`config.mk`:
```
export PLATFORM = sky130hd
export DESIGN_NAME = scs8hd_arb3_rr
export DESIGN_NICKNAME = d
export VERILOG_FILES = /design/src/rtl/scs8hd_arb3_rr.sv
export SDC_FILE = /design/constraint.sdc
export NUM_CORES = 1
export LEC_CHECK = 0
export BUFFER_PORTS_ARGS = -buffer_cell sky130_fd_sc_hd__buf_2
export CAP_MARGIN = 0
export CORE_MARGIN = 2
export CORE_UTILIZATION = 49
export CTS_BUF_LIST = sky130_fd_sc_hd__clkbuf_2
export DETAILED_ROUTE_END_ITERATION = 10
export PLACE_DENSITY = 0.8
export SYNTH_ARGS = -nofsm -noshare
export SYNTH_HDL_FRONTEND = slang
export SYNTH_SLANG_ARGS = --single-unit
```
`constraint.sdc`:
```
create_clock -name CLK -period 1.29 [get_ports CLK]
set_input_delay 0 -clock CLK [delete_from_list [all_inputs] [get_ports CLK]]
set_output_delay 0 -clock CLK [all_outputs]
set_load 0.005 [all_outputs]
```
`src/rtl/scs8hd_arb3_rr.sv`:
```
// scs8hd_arb3_rr -- three-requester round-robin arbiter with a hold timeout.
//
// One requester at a time is granted a shared resource. The winner is picked
// round-robin, starting from the requester after the most recent winner. A
// grant is held until the holder finishes (DONE), drops its request, the
// global enable falls, or the hold limit MAX_HOLD is reached. Every release
// except a revoke passes through a one-cycle REL state.
//
// Parameters
//   MAX_HOLD  maximum consecutive cycles a grant may be held (1..15)
// Ports
//   CLK     clock, rising edge
//   RESETB  asynchronous active-low reset
//   REQ     [2:0] request vector
//   B1      resource available (looked at only when issuing a grant)
//   C1      global enable; low revokes any grant
//   DONE    current holder releases the resource
//   GNT     [2:0] registered one-hot grant, or zero
//   BUSYB   registered, low exactly when GNT is non-zero
//   LAST    [1:0] index of the most recent winner
//   TMO     one-cycle pulse on a release caused only by the hold limit
module scs8hd_arb3_rr #(
  parameter int MAX_HOLD = 15
) (
  input  logic       CLK,
  input  logic       RESETB,
  input  logic [2:0] REQ,
  input  logic       B1,
  input  logic       C1,
  input  logic       DONE,
  output logic [2:0] GNT,
  output logic       BUSYB,
  output logic [1:0] LAST,
  output logic       TMO
);

  typedef enum logic [1:0] {
    IDLE = 2'd0,
    HOLD = 2'd1,
    REL  = 2'd2
  } state_t;

  // Counter value seen on the edge that ends the MAX_HOLD-th grant cycle.
  localparam logic [3:0] HOLD_LAST = 4'(MAX_HOLD - 1);

  state_t     state, state_nxt;
  logic [3:0] cnt, cnt_nxt;
  logic [2:0] gnt_nxt;
  logic       busyb_nxt;
  logic [1:0] last_nxt;
  logic       tmo_nxt;

  // Round-robin search order, starting one past the previous winner.
  logic [1:0] p0, p1, p2;
  logic [1:0] win;
  logic       holder_req;

  always_comb begin
    case (LAST)
      2'd0:    begin p0 = 2'd1; p1 = 2'd2; p2 = 2'd0; end
      2'd1:    begin p0 = 2'd2; p1 = 2'd0; p2 = 2'd1; end
      default: begin p0 = 2'd0; p1 = 2'd1; p2 = 2'd2; end
    endcase
    if (REQ[p0])      win = p0;
    else if (REQ[p1]) win = p1;
    else              win = p2;
  end

  // GNT is one-hot while holding, so this picks out the holder's request.
  assign holder_req = |(REQ & GNT);

  always_comb begin
    state_nxt = state;
    cnt_nxt   = cnt;
    gnt_nxt   = GNT;
    busyb_nxt = BUSYB;
    last_nxt  = LAST;
    tmo_nxt   = 1'b0;
    case (state)
      IDLE: begin
        gnt_nxt   = 3'b000;
        busyb_nxt = 1'b1;
        if (C1 && B1 && (REQ != 3'b000)) begin
          state_nxt = HOLD;
          gnt_nxt   = 3'b001 << win;
          busyb_nxt = 1'b0;
          last_nxt  = win;
          cnt_nxt   = 4'd0;
        end
      end
      HOLD: begin
        if (!C1) begin
          state_nxt = IDLE;
          gnt_nxt   = 3'b000;
          busyb_nxt = 1'b1;
        end else if (DONE || !holder_req) begin
          state_nxt = REL;
          gnt_nxt   = 3'b000;
          busyb_nxt = 1'b1;
        end else if (cnt == HOLD_LAST) begin
          state_nxt = REL;
          gnt_nxt   = 3'b000;
          busyb_nxt = 1'b1;
          tmo_nxt   = 1'b1;
        end else if (cnt != 4'd15) begin
          cnt_nxt = cnt + 4'd1;
        end
      end
      REL: begin
        // Requests are deliberately ignored here: forces an idle gap.
        state_nxt = IDLE;
        gnt_nxt   = 3'b000;
        busyb_nxt = 1'b1;
      end
      default: begin
        state_nxt = IDLE;
        gnt_nxt   = 3'b000;
        busyb_nxt = 1'b1;
      end
    endcase
  end

  always_ff @(posedge CLK or negedge RESETB) begin
    if (!RESETB) begin
      state <= IDLE;
      cnt   <= 4'd0;
      GNT   <= 3'b000;
      BUSYB <= 1'b1;
      LAST  <= 2'd2;
      TMO   <= 1'b0;
    end else begin
      state <= state_nxt;
      cnt   <= cnt_nxt;
      GNT   <= gnt_nxt;
      BUSYB <= busyb_nxt;
      LAST  <= last_nxt;
      TMO   <= tmo_nxt;
    end
  end

endmodule

```
==> After elaboration in Yosys (flattened, before gate mapping) <==
Cells that the tools add are included.
{ "classes": {"eq_ne": 10, "addsub": 1, "n_bitwise": 1, "mux": 34, "n_reduce_logical": 12, "shift": 1, "n_lt_le_gt_ge": 2} }
{ "ops": {"columns": ["operator", "count"], "rows": [
  ["2-to-1 mux 4 bit", 5],
  ["one-hot mux 2 bit (2 select lines)", 4],
  ["2-to-1 mux 2 bit", 6],
  ["2-to-1 mux 3 bit", 4],
  ["2-to-1 mux 1 bit", 10],
  ["inequality test 2 bit, second input constant", 5],
  ["inequality test 4 bit, second input constant", 2],
  ["one-hot mux 4 bit (2 select lines)", 1],
  ["less-than comparator 2 x 3 -> 1 bit, second input constant", 2],
  ["one-hot mux 3 bit (2 select lines)", 1],
  ["AND reduction 6 bit", 1],
  ["adder 4 x 1 -> 4 bit, second input constant", 1],
  ["binary-select mux 1 bit (select 2 bit)", 2],
  ["== test 2 x 1 -> 1 bit, second input constant", 2],
  ["== test 4 bit, second input constant", 1],
  ["zero test 2 bit", 2],
  ["AND reduction 2 bit", 2],
  ["bitwise AND 3 bit", 1],
  ["nonzero test 3 bit", 1],
  ["OR reduction 3 bit", 1],
  ["<< shifter 1 x 2 -> 3 bit, first input constant", 1],
  ["logical AND 1 bit", 2],
  ["one-hot mux 1 bit (2 select lines)", 1],
  ["nonzero test 2 bit", 1],
  ["2 further kinds", 2]
]} }
{ "word_totals": {"register_bits": 13, "output_inout_bits": 7} }

==> Logic depth before layout (Yosys ltp) <==
{ "depth": {"word_depth": 9, "mapped_depth": 6} }

==> Worst setup path after synthesis <==
No wires, ideal clock.
{ "synth_timing": {"kind": "register -> register", "from": "register GNT[0]", "to": "register GNT[1]", "required_time_ps": 1169, "path_buffers": 0, "slack_ps": -139, "arrival_time_ps": 1308, "setup_time_ps": 121, "path_stages_with_launch": 5, "cell_sequence": "dfrtp_1 -> a222oi_1 -> nor2b_1 -> and3_4 -> a22o_1"} }
{ "synth_between": {"elab_chain_cells": 7, "word_cells_on_any_way": 8, "classes_between": "eq/ne: 1; mux: 3; bitwise: 1; reduce/logical: 3"} }
{ "synth_lines": {"columns": ["element", "line", "source"], "rows": [
  ["start, declared", "31", "output logic [2:0] GNT,"],
  ["start signal, assigned", "134", "GNT <= gnt_nxt;"],
  ["bitwise AND 3 bit *", "70", "assign holder_req = |(REQ & GNT);"],
  ["OR reduction 3 bit *", "70", null],
  ["zero test 1 bit *", "96", "end else if (DONE || !holder_req) begin"],
  ["logical OR 1 bit *", "96", null],
  ["2-to-1 mux 3 bit", "96", null],
  ["2-to-1 mux 3 bit", "92", "if (!C1) begin"],
  ["one-hot mux 3 bit (2 select lines)", "79", "case (state)"]
]} }
Mark *: on every way between the ends. The rest lies on a longest branch, timed or not.
A chain may end at the register's enable or synchronous reset.

==> Final worst setup path <==
{ "layout_timing": {"from": "register cnt[0]", "to": "register GNT[1]"} }
{ "layout_between": {"elab_chain_cells": 2} }
{ "layout_lines": {"columns": ["element", "line", "source"], "rows": [
  ["start, declared", "47", "logic [3:0] cnt, cnt_nxt;"],
  ["start signal, assigned", "133", "cnt <= cnt_nxt;"],
  ["== test 4 bit", "100", "end else if (cnt == HOLD_LAST) begin"],
  ["inequality test 4 bit (no line)", null, null]
]} }
Every way passes these cells.

==> summary.txt <==
Synthesis
  – Post-Syn Nets: 77
  – FFs w/ async S/R, synth: 100%
  – Most common library cells after synthesis: 11 x dfrtp_1, 9 x nand2_1, 4 x nor2_1
  – Ys Warns: 0
  – Distinct cells, synth: 29
  – Top-count cell post-synth: dfrtp_1
  – Avg Inst Size Synth: 10.2 µm²
  – Seq cells post-synth: 13
  – Post-Synthesis Cells: 67
  – Synth area leaders: dfrtp_1 40%, dfstp_2 7.7%, nand2_1 4.9%, mux2i_1 4.4%, ha_1 3.7%
  – Cell taking the most area after synthesis: dfrtp_1
  – Post-synthesis sequential area ratio: around 48%
  – Synth Cell Area: 683 µm²
  – Top-area cell type share of the netlist area: 40.3%
  – Synth Flop Type: dfrtp_1
  – Number of synthesized flops with an enable pin: 0

Timing
  – Period minus WS final: 1500 ps
  – Hold_ws: slightly above 90 ps
  – Maximum clock frequency: 0.667 GHz
  – Slack of the critical path: -209 ps
  – Final hold vios: 0
  – Final setup skew: 17.6 ps
  – Worst rel slew slack: 66.3%
  – Worst Tran Pin Value: approximately 500 ps
  – Total negative slack: -1460 ps
  – Period utilization: 116%
  – RSZ-0062 raised after global routing: true
  – Max Slew Vio Count: 0
  – Final setup viols: 13

Floorplan
  – # IOs: 15
  – Die X: approximately 41 µm
  – Die Ht: a little over 40 µm
  – Std cell rows: 13
  – Initial Utilization: 52.5%
  – Core ar.: 1300 µm²
  – Die ar.: 1710 µm²

Placement
  – Count of input and output buffers: 14
  – Pre-CTS WS: -186 ps
  – Placed cell areas: 907 µm²
  – Placer Congestion: 0.858
  – Post-DP HPWL: between 1000 and 1500 µm

Cells and area
  – Footprint of the multi-input gates: 379 µm²
  – # diodes: 0
  – Final Cell Area: 1000 µm²
  – Nets: about 120
  – Finished Core Util: 76.9%
  – Fill count: 91
  – Area added between synthesis and finish: 46.5%
  – Sequential cell area: 328 µm²
  – Layout cells sized above 1: between 40 and 50%

Power
  – Sw Share: 31.0%
  – Internal power: 662 µW
  – P_sw: 297 µW
  – Sequential share of power: between 50% and 60%
  – Worst vdd ir: slightly below 800 µV
  – Clk pwr share: 23.8%
  – Pleak: 0.000512 µW
  – Power Density: 958 nW/µm²
  – Combinational Power Share: 25.8%

Outcome
  – Failing checks: setup timing
  – Status: finished with violations

GRT
  – Largest net degree at the start of global routing: 14
  – First-pass GRT wire length: 2640 µm
  – Vias in the first global route: about 640
  – Grt total ovfl: 0
  – Initial antenna violation count: 0
  – GRT Total Usage: 25.4%

Setup path
  – Top delay family on crit path: flip-flops
  – Crit-path max cell delay: between 400 and 500 ps
  – CP endpoint kind: flop
  – Crit path depth: 6
  – WP data required: 1460 ps
  – Cells on worst reg2reg path: 6
  – Worst Setup Start Kind: flop
  – CP max FO: 3
  – CP Buf/Inv Count: 2
  – Crit-path cells: inv_1 -> ha_1 -> buf_4 -> nand3_1 -> and3_4 -> a22o_1
  – WP data arrival: approximately 1700 ps
  – Critical-path top delay cell: dfrtp_1
  – Setup CP Type: reg2reg

Routing
  – Iter 0 DRT Violations: 40
  – Routed WL: 1930 µm
  – Wirelength per Cell: roughly 16 µm
  – Routed Antenna Nets: 0
  – Via density: 5.40
  – Remaining DRCs: 0
  – Total number of vias: 648
  – First-pass DRT Iterations: 4

Clock tree
  – Skew-Pair Late Insertion Delay: 300 ps
  – CTS Buffer Depth: 2
  – CTS buffer count: 3
  – # clock sinks: 13
  – H-tree lvl count: 1
  – CTS tree: done
  – Clk root buf: clkbuf_2
  – Clock transition at path regs: around 140 ps

Hold path
  – Hold Crit Class: in2async

Job
  – Max cap viols: 0
power by group through the flow:
stage	logic, µW	clock network, µW	registers [µW]
finish	248	228	483
global route	270	242	488
floorplan	97.7	0	485
global placement	197	0	481
CTS	236	227	479
detailed placement	208	0	486
worst reg2reg max path, cell delays in order, from the launching register on:
cell	delay, ps
dfrtp_1	420
inv_1	80
ha_1	190
buf_4	110
nand3_1	130
and3_4	220
a22o_1	230
area by class of cell:
| cell class | instances | area share, % |
|---|---|---|
| clock buffers | 4 | 2.00 |
| inverters | 3 | 1.13 |
| multi-input cells | 49 | 37.9 |
| flip-flops and latches | 13 | 32.7 |
| well taps | 15 | 1.88 |
| repair buffers | 36 | 24.4 |
repair_timing:
action,4_1_cts,5_1_grt
endpoints found under the setup margin,12,13
hold buffers,2,0
pin swaps,8,3
resized for setup,7,6
cloned,0,0
hold endpoints to repair,14,0
buffers inserted,1,0
logic make-up after synthesis:
kind of cell / count (synthesis) / synth area share, %
AO/OA/AOI/OAI: 13 / 15.2
AND/OR/NAND/NOR: 30 / 24.4
multiplexers: 4 / 6.04
adder cells (fa/ha/maj): 2 / 3.66
buffers and inverters: 5 / 2.75
flip-flops: 13 / 48.0
worst paths after layout:
path | start | end | slack, ps
worst min register to register | LAST[1] | LAST[1] | 550
min in group CLK | REQ[2] | GNT[2] | 120
worst max register to register | cnt[0] | GNT[1] | -210
worst min-delay path | RESETB | cnt[0] | 90
worst max-delay path | cnt[0] | GNT[1] | -210
max in group asynchronous | RESETB | LAST[1] | 920
stage by stage:
stage | total power [µW] | std cells
finish | 959 | 120
global route | 1000 | 120
CTS | 942 | 120
detailed placement | 695 | 113
global placement | 678 | 113
floorplan | 582 | 67
flip-flops by register name (all words and copies together), names as in the netlist:
| signal | cells |
|---|---|
| state | 2 |
| LAST | 2 |
| cnt | 4 |
| BUSYB | 1 |
| GNT | 3 |
| TMO | 1 |
placed cells by master (no fill, tap or decap), drive strengths merged, types with 2 or more instances in the layout:
cell and instances:
a21boi 2, o2bb2ai 2, dlygate4sd3 2, nand2b 3
o22ai 2, nand3 3, clkbuf 4, buf 34
ha 2, inv 3, dfrtp 11, mux2i 3
nand2 9, and3 3, nor2b 3, nor2 4
dfstp 2
layer usage:
layer	wire (µm)	track usage [%]	up-vias	share of wire, %
met5	0	0	-	0
met4	21	9.68	0	1.1
met3	76	3.19	2	3.9
met2	1060	49.6	19	55
met1	778	27.2	310	40
li1	-	-	317	-
(Power assumes the default switching activity.)
